### config.mk
export PLATFORM = sky130hd
export DESIGN_NAME = gen_osc_multi
export DESIGN_NICKNAME = d
export VERILOG_FILES = /design/src/rtl/gen_osc_pkg.sv /design/src/rtl/osc_shape.sv /design/src/rtl/gen_osc_multi.sv
export SDC_FILE = /design/constraint.sdc
export NUM_CORES = 1
export LEC_CHECK = 0
export ABC_AREA = 1
export CAP_MARGIN = 20
export CORE_MARGIN = 2
export CORE_UTILIZATION = 34
export DETAILED_ROUTE_END_ITERATION = 8
export HOLD_SLACK_MARGIN = 0.12
export PLACE_DENSITY_LB_ADDON = 0.25
export SLEW_MARGIN = 30
export SYNTH_ARGS = -nofsm -noshare
export SYNTH_HDL_FRONTEND = slang
export SYNTH_SLANG_ARGS = --single-unit
### constraint.sdc
create_clock -name i_clk48 -period 12 [get_ports i_clk48]
set_input_delay 2.4 -clock i_clk48 [delete_from_list [all_inputs] [get_ports i_clk48]]
set_output_delay 2.4 -clock i_clk48 [all_outputs]
set_load 0.005 [all_outputs]
### src/rtl/gen_osc_pkg.sv
// Shared types and constants for the multi-channel oscillator.
package gen_osc_pkg;

    typedef enum logic [1:0] {
        MODE_SAW    = 2'd0,
        MODE_SQUARE = 2'd1,
        MODE_TRI    = 2'd2,
        MODE_SILENT = 2'd3
    } osc_mode_e;

    typedef enum logic [1:0] {
        ST_IDLE   = 2'd0,
        ST_RUN    = 2'd1,
        ST_COMMIT = 2'd2
    } osc_state_e;

    // Frequency-to-step scale: step = (f * K) >> SH, 699/2 ~= 2^24 / 48000
    localparam int unsigned DEF_STEP_K  = 699;
    localparam int unsigned DEF_STEP_SH = 1;

endpackage

### src/rtl/osc_shape.sv
// Combinational waveform mapper: top phase bits, mode and pulse width to sample.
module osc_shape
    import gen_osc_pkg::*;
#(
    parameter int OUT_W = 16
) (
    input  logic [OUT_W-1:0] phase_i,
    input  osc_mode_e        mode_i,
    input  logic [OUT_W-1:0] pw_i,
    output logic [OUT_W-1:0] sample_o
);

    logic [OUT_W-1:0] dbl;

    assign dbl = {phase_i[OUT_W-2:0], 1'b0};

    // Select the waveform for the current channel
    always_comb begin
        sample_o = '0;
        case (mode_i)
            MODE_SAW:    sample_o = phase_i;
            MODE_SQUARE: sample_o = (phase_i < pw_i) ? '1 : '0;
            MODE_TRI:    sample_o = phase_i[OUT_W-1] ? ~dbl : dbl;
            default:     sample_o = '0;
        endcase
    end

endmodule

### src/rtl/gen_osc_multi.sv
// Time-multiplexed multi-channel oscillator: one shared phase adder and one
// shaper serve all channels, one channel per cycle after each sample tick.
module gen_osc_multi
    import gen_osc_pkg::*;
#(
    parameter int          NUM_CH  = 4,
    parameter int          ACC_W   = 24,
    parameter int          OUT_W   = 16,
    parameter int          DIV     = 1000,
    parameter int unsigned STEP_K  = DEF_STEP_K,
    parameter int unsigned STEP_SH = DEF_STEP_SH
) (
    input  logic                    i_clk48,
    input  logic                    i_rst48_n,
    input  logic [NUM_CH-1:0]       i_pause,
    input  logic [NUM_CH-1:0]       i_sync,
    input  logic [2*NUM_CH-1:0]     i_mode,
    input  logic [24*NUM_CH-1:0]    i_targetf,
    input  logic [OUT_W*NUM_CH-1:0] i_pw,
    output logic [OUT_W*NUM_CH-1:0] o_sample,
    output logic                    o_pulse,
    output logic                    o_busy
);

    localparam int IDX_W  = (NUM_CH > 1) ? $clog2(NUM_CH) : 1;
    localparam int DIV_W  = $clog2(DIV);
    localparam int PROD_W = 24 + 32;
    localparam logic [IDX_W-1:0] LAST_IDX = IDX_W'(NUM_CH - 1);
    localparam logic [DIV_W-1:0] DIV_LAST = DIV_W'(DIV - 1);

    logic [DIV_W-1:0]        div_q;
    logic                    tick;
    osc_state_e              state_q;
    logic [IDX_W-1:0]        idx_q;
    logic                    pulse_q;
    logic                    busy_q;
    logic [ACC_W-1:0]        phase_q  [NUM_CH];
    logic [OUT_W-1:0]        shadow_q [NUM_CH];
    logic [OUT_W*NUM_CH-1:0] sample_q;

    logic                    sel_pause;
    logic                    sel_sync;
    osc_mode_e               sel_mode;
    logic [23:0]             sel_f;
    logic [OUT_W-1:0]        sel_pw;
    logic [ACC_W-1:0]        sel_phase;
    logic [PROD_W-1:0]       prod;
    logic [ACC_W-1:0]        step;
    logic [ACC_W-1:0]        sum;
    logic [ACC_W-1:0]        phase_d;
    logic [OUT_W-1:0]        shape_out;
    logic                    active;

    assign tick   = (div_q == DIV_LAST);
    assign active = (state_q == ST_RUN);

    // Sample-rate divider, free running 0..DIV-1
    always_ff @(posedge i_clk48 or negedge i_rst48_n) begin
        if (!i_rst48_n) begin
            div_q <= '0;
        end else begin
            div_q <= tick ? '0 : div_q + 1'b1;
        end
    end

    // Pick the inputs and stored phase of the channel being processed
    always_comb begin
        sel_pause = 1'b0;
        sel_sync  = 1'b0;
        sel_mode  = MODE_SAW;
        sel_f     = '0;
        sel_pw    = '0;
        sel_phase = '0;
        for (int i = 0; i < NUM_CH; i++) begin
            if (idx_q == IDX_W'(i)) begin
                sel_pause = i_pause[i];
                sel_sync  = i_sync[i];
                sel_mode  = osc_mode_e'(i_mode[2*i +: 2]);
                sel_f     = i_targetf[24*i +: 24];
                sel_pw    = i_pw[OUT_W*i +: OUT_W];
                sel_phase = phase_q[i];
            end
        end
    end

    // Step at full product width, then the single shared phase adder
    always_comb begin
        prod = PROD_W'(sel_f) * PROD_W'(STEP_K);
        step = ACC_W'(prod >> STEP_SH);
        sum  = sel_phase + step;
        if (sel_sync) begin
            phase_d = '0;
        end else if (sel_pause || (sel_mode == MODE_SILENT)) begin
            phase_d = sel_phase;
        end else begin
            phase_d = sum;
        end
    end

    osc_shape #(
        .OUT_W (OUT_W)
    ) u_shape (
        .phase_i  (phase_d[ACC_W-1 -: OUT_W]),
        .mode_i   (sel_mode),
        .pw_i     (sel_pw),
        .sample_o (shape_out)
    );

    // Store updated phase and shaped sample for the active channel
    always_ff @(posedge i_clk48 or negedge i_rst48_n) begin
        if (!i_rst48_n) begin
            for (int i = 0; i < NUM_CH; i++) begin
                phase_q[i]  <= '0;
                shadow_q[i] <= '0;
            end
        end else if (active) begin
            for (int i = 0; i < NUM_CH; i++) begin
                if (idx_q == IDX_W'(i)) begin
                    phase_q[i]  <= phase_d;
                    shadow_q[i] <= shape_out;
                end
            end
        end
    end

    // Publish all shadows at once; the last channel is forwarded so the new
    // set is already visible during the COMMIT cycle alongside o_pulse
    always_ff @(posedge i_clk48 or negedge i_rst48_n) begin
        if (!i_rst48_n) begin
            sample_q <= '0;
        end else if (active && (idx_q == LAST_IDX)) begin
            for (int i = 0; i < NUM_CH; i++) begin
                sample_q[OUT_W*i +: OUT_W] <= (i == NUM_CH - 1) ? shape_out : shadow_q[i];
            end
        end
    end

    // Sequencer: IDLE -> RUN (one cycle per channel) -> COMMIT -> IDLE
    always_ff @(posedge i_clk48 or negedge i_rst48_n) begin
        if (!i_rst48_n) begin
            state_q <= ST_IDLE;
            idx_q   <= '0;
            pulse_q <= 1'b0;
            busy_q  <= 1'b0;
        end else begin
            case (state_q)
                ST_IDLE: begin
                    if (tick) begin
                        state_q <= ST_RUN;
                        idx_q   <= '0;
                        busy_q  <= 1'b1;
                    end
                end
                ST_RUN: begin
                    if (idx_q == LAST_IDX) begin
                        state_q <= ST_COMMIT;
                        pulse_q <= 1'b1;
                    end else begin
                        idx_q <= idx_q + 1'b1;
                    end
                end
                ST_COMMIT: begin
                    state_q <= ST_IDLE;
                    idx_q   <= '0;
                    pulse_q <= 1'b0;
                    busy_q  <= 1'b0;
                end
                default: begin
                    state_q <= ST_IDLE;
                    idx_q   <= '0;
                    pulse_q <= 1'b0;
                    busy_q  <= 1'b0;
                end
            endcase
        end
    end

    assign o_sample = sample_q;
    assign o_pulse  = pulse_q;
    assign o_busy   = busy_q;

endmodule
---- After elaboration in Yosys (flattened, before gate mapping) ----
Index checks and enable logic that the tools add are counted.
word-level totals
  flip-flop bits (word level) ............. 224
  input bits .............................. 178
  word-level logic and storage cells ...... 85
cells by class
  $add $sub $neg .......................... 3
  multiply operators ...................... 1
  magnitude comparators ................... 1
  equality and inequality tests ........... 11
  muxes and demuxes ....................... 40
  bitwise logic cells ..................... 3
  reductions and logical operators ........ 13
operators with widths
  kind                                                                   number
  24-bit two-way mux                                                     10
  16-bit two-way mux                                                     6
  16-bit one-hot mux with 3 select lines                                 1
  24-bit by 10-bit multiplier with 25-bit output, second input constant  1
  24-bit adder                                                           1
  16-bit less-than comparator                                            1
  2-bit two-way mux                                                      8
  16-bit inverter                                                        1
  2-bit AND reduction                                                    8
  10-bit by 1-bit adder with 10-bit output, second input constant        1
  10-bit equality test, second input constant                            1
  1-bit two-way mux                                                      10
  10-bit two-way mux                                                     1
  2-bit equality test, second input constant                             4
  2-bit one-hot mux with 2 select lines                                  2
  2-bit by 1-bit equality test with 1-bit output, second input constant  3
  2-bit zero test                                                        3
  2-bit != test, second input constant                                   2
  1-bit one-hot mux with 2 select lines                                  2
  2-bit by 1-bit adder with 2-bit output, second input constant          1
  2-bit by 1-bit != test with 1-bit output, second input constant        1
  1-bit inverter                                                         2
  1-bit logical AND                                                      1
  1-bit logical OR                                                       1

---- Logic depth before layout (Yosys ltp) ----
  word-level depth ........................ 12
  depth in mapped cells ................... 59
  depth with buffers taken out ............ 55

---- Modules after synthesis ----
A second synthesis with hierarchy kept.
unflattened totals
  cell total of the unflattened synthesis .. 2195
  area, all modules ....................... 17254.0 µm²
by module, submodules not included
  module         times used  cells each  area an instance (µm²)  sequential area each (µm²)
  gen_osc_multi  1           2024        16346.9                 5605.4
  osc_shape      1           171         907.1                   0.0

---- Least setup slack after synthesis ----
No wires, ideal clock.
  path kind ............................... input -> register
  start point ............................. in i_targetf[30]
  end point ............................... reg shadow_q[29] in the netlist's numbering
  library setup time ...................... 0.066 ns
  arrival ................................. 9.707 ns
  data required time ...................... 11.934 ns
  setup slack ............................. 2.228 ns
  stages on the path ...................... 48
  buffers on the path ..................... 1
  cell sequence ........................... a22oi_1 nand2_1 a22oi_1 inv_1 ha_1 fa_1 inv_1 fa_1 inv_1 fa_1 inv_1 fa_1 inv_1 ha_1 nand2_1 a21oi_1 a211oi_1 o221ai_1 (+12 left out) nand3_1 inv_1 nand3_1 nand4_2 nand3_2 inv_1 ha_1 nand2_1 inv_1 nand3_1 o221ai_1 nand3b_1 a21oi_4 buf_6 nor2_1 nand2_1 nand2_1 nand2_1
on the way
  word-level cells in the longest chain between the ends .. 10
RTL lines
  element                                           RTL line              source
  from (decl)                                       gen_osc_multi.sv:18   input logic [24*NUM_CH-1:0] i_targetf,
  24-bit two-way mux * (3 in series)                gen_osc_multi.sv:75   if (idx_q == IDX_W'(i)) begin
  24-bit by 10-bit multiplier with 25-bit output *  gen_osc_multi.sv:88   prod = PROD_W'(sel_f) * PROD_W'(STEP_K);
  24-bit adder *                                    gen_osc_multi.sv:90   sum = sel_phase + step;
  24-bit two-way mux *                              gen_osc_multi.sv:93   end else if (sel_pause || (sel_mode == MODE_SILENT)) begin
  24-bit two-way mux *                              gen_osc_multi.sv:91   if (sel_sync) begin
  named net phase_d[23]                             gen_osc_multi.sv:50   logic [ACC_W-1:0] phase_d;
  16-bit less-than comparator                       osc_shape.sv:22       MODE_SQUARE: sample_o = (phase_i < pw_i) ? '1 : '0;
  16-bit two-way mux                                osc_shape.sv:22
  16-bit one-hot mux with 3 select lines *          osc_shape.sv:20       case (mode_i)
  to (signal, indexed assignment)                   gen_osc_multi.sv:120  shadow_q[i] <= shape_out;
  to (decl)                                         gen_osc_multi.sv:38   logic [OUT_W-1:0] shadow_q [NUM_CH];
Mark *: on every way through the listed nets, which the timed path passes. The rest lies on a longest branch.
A chain may end at the register's enable or synchronous reset.

---- Worst setup path in the final report ----
  start point ............................. in i_targetf[26]
  end point ............................... reg shadow_q[62] in the netlist's numbering
Same word-level chain as after synthesis.

==> flow_metrics.tcl <==
set metrics [dict create \
    criticalPathCategory "in -> reg" \
    status "finished, final reports clean" \
    synth_edf_count 0 \
    die_h_um 229 \
    wl_mm 56.1 \
    cts_inserted_buffers 25 \
    drc 0 \
    ant_nets 0 \
    root_buffer "clkbuf_16" \
    cpPeakStageDelay_ns 0.51 \
    min_period_ns 10.78 \
    p_leak_nw 10.4 \
    num_vias 15711 \
    drt_iter0_markers 1243 \
    grt_pass1_vias 15899 \
    syn-mean-instance-area_um2 7.59 \
    antenna_found_initial 0 \
    cp.arrival_ns 11.25 \
    diodes 0 \
    rows 82 \
    seq_area_frac_synth_pct 32.7 \
    area_delta_synth_final_pct 22.9 \
    tritoncts "yes" \
    cp.depth 50 \
    slowest_stage "fa_1" \
    vdd_drop_max_uv 298 \
    syn-num-nets 2639 \
    hold_depth 2 \
    initial_core_util_pct 34.3 \
    synth.yosys.warnings 0 \
    synth_top_area_share_pct 32.7 \
    rsz0062_at_grt "no" \
    port_buffers 243 \
    drive_above_1_share_pct 5.45 \
    max_freq_ghz 0.0928 \
    syn_inst 2260 \
    cp.buffers_inverters 11 \
    clkTransAtPathRegs_ns 0.06 \
    ys.flop_type "dfrtp_1" \
    grtUsageTotal_pct 21.3 \
    synth_area_um2 17100 \
    netlist_top_cells_count "nand2_1, inv_1, dfrtp_1, o21ai_0, nor2_1" \
    cap_violations 0 \
    ys_ff_latch 224 \
    ys_top_cells_by_area "dfrtp_1, nand2_1, fa_1" \
    hp-class "reg -> reg" \
    dp_hpwl_mm 43.0 \
    first_pass_iters 5 \
    fp.dieW_um 229 \
    wl_per_cell_um 17.8 \
    timing.final.crit_share_pct 89.8 \
    clock_latency_ns 0.57 \
    final_nets 2843 \
    crit_fanout 16 \
    cts_buffer_depth 3 \
    worstPathRequired_ns 12.47 \
    grt_pass1_wl_mm 88.6 \
    clock_sinks 224 \
    crit_path_start_kind "input pin" \
    grt_max_degree 81 \
    dieArea_um2 52300 \
    grt.overflow.total 0 \
    synth_cell_types 46 \
    setup_viol 0 \
    rr_worst_depth 52 \
    holdBufCountCts 0 \
    post_cts_buffers 0 \
    timing.critical_path.mode_cell "nand2_1" \
    core_area_um2 50000 \
    viasPerCell 4.99 \
    yosys.area.top_type "dfrtp_1" \
    ctsResizeCount 0 \
    layout.filler_cells 5155 \
    slew_headroom_pct 36.6 \
    finalClockSkew_ns 0.0404 \
    drv_slew 0 \
    io_pins 244 \
    tns_ns 0 \
    gp_congestion 0.883 \
    max_slew.worst_pin.slew_ns 0.949 \
    p_per_area_nw_per_um2 312 \
    final_hold_viol_count 0 \
    power.total_mw 6.58 \
    critPathCaptureType "register" \
    crit_family "simple AND/OR/NAND/NOR gates" \
    yosysMostFrequentCell "nand2_1" \
    async_flop_share_pct 100 \
    cts_max_level 1 \
]
==> final timing paths <==
| path | start | end | slack (ns) |
|---|---|---|---|
| max | i_targetf[26] | shadow_q[62]$_DFFE_PN0P_ | 1.22 |
| min | o_sample[29]$_DFFE_PN0P_ | o_sample[29]$_DFFE_PN0P_ | 0.47 |
| max reg2reg | idx_q[1]$_DFFE_PN0P_ | shadow_q[62]$_DFFE_PN0P_ | 1.93 |
| min reg2reg | o_sample[29]$_DFFE_PN0P_ | o_sample[29]$_DFFE_PN0P_ | 0.47 |
| max in group asynchronous | i_rst48_n | shadow_q[22]$_DFFE_PN0P_ | 8.80 |
| min in group asynchronous | i_rst48_n | phase_q[2]$_DFFE_PN0P_ | 1.83 |
==> sequential cells by signal (all words and copies together) (netlist names) <==
name	flops
div_q	10
idx_q	2
o_busy	1
o_pulse	1
o_sample	64
phase_q	96
shadow_q	48
state_q	2
==> cells by family after synthesis <==
family | after synthesis | share of synthesized area, %
xor+xnor | 35 | 1.79
buf+inv | 393 | 9.19
compound gates | 427 | 14.5
simple gates | 980 | 23.4
fa+ha+maj | 201 | 18.5
flops | 224 | 32.7
==> worst min-delay path: cells and delay by family, from the launching register on <==
family        cells  cell delay [ns]
flops             1             0.34
simple gates      2             0.10
==> layout by cell type (no fill, tap or decap), drive strengths merged <==
cell type,n
a21o,1
o21a,14
o221ai,3
a211oi,4
a22o,12
dfrtp,224
o31ai,10
bufinv,1
o21bai,4
xor2,19
xnor2,16
a31oi,7
nand4,28
a221oi,8
a21oi,118
nand3,66
nor2,135
or2,10
o211ai,12
nand2,721
nand3b,3
clkinv,8
o21ai,191
clkdlybuf4s50,242
clkbuf,35
and2,2
a22oi,43
buf,37
inv,289
ha,114
nor3,13
nor4,2
fa,87
==> stage by stage <==
| step | setup WS, ns | instances | hold WS, ns | util (%) | instance area (um2) |
|---|---|---|---|---|---|
| floorplan | 2.23 | 2260 | 0.448 | - | 17100 |
| global placement | 0.853 | 3109 | 0.459 | 40.5 | 20300 |
| detailed placement | 0.674 | 3109 | 0.462 | 40.6 | 20300 |
| CTS | 1.19 | 3151 | 0.477 | 42.2 | 21100 |
| global route | 0.361 | 3151 | 0.499 | 42.2 | 21100 |
| finish | 1.22 | 3151 | 0.472 | 42.2 | 21100 |
==> routing by layer <==
metal | GRT usage, % | wire, um
met2 | 36.1 | 26100
met4 | 5.25 | 1210
met3 | 2.45 | 3110
met5 | 0 | 0
met1 | 28.9 | 25600
==> cell type report <==
class                   count  area, um2  share of cell area (%)
multi-input cells        1643      10000                    47.5
inverters                 291       1100                    5.20
flip-flops and latches    224       5610                    26.6
well taps                 672        841                    3.99
clock buffers              35        723                    3.43
repair buffers            279       2720                    12.9
clock inverters             7       86.3                   0.410
==> report_power, final <==
| group | internal, mW | total [mW] | leakage [nW] | switching [mW] |
|---|---|---|---|---|
| sequential | 0.755 | 0.755 | 2.28 | 0 |
| clock | 0.443 | 0.765 | 0.400 | 0.322 |
| combinational | 1.79 | 5.06 | 7.74 | 3.27 |
No activity file was read; power rests on OpenSTA's default activity.
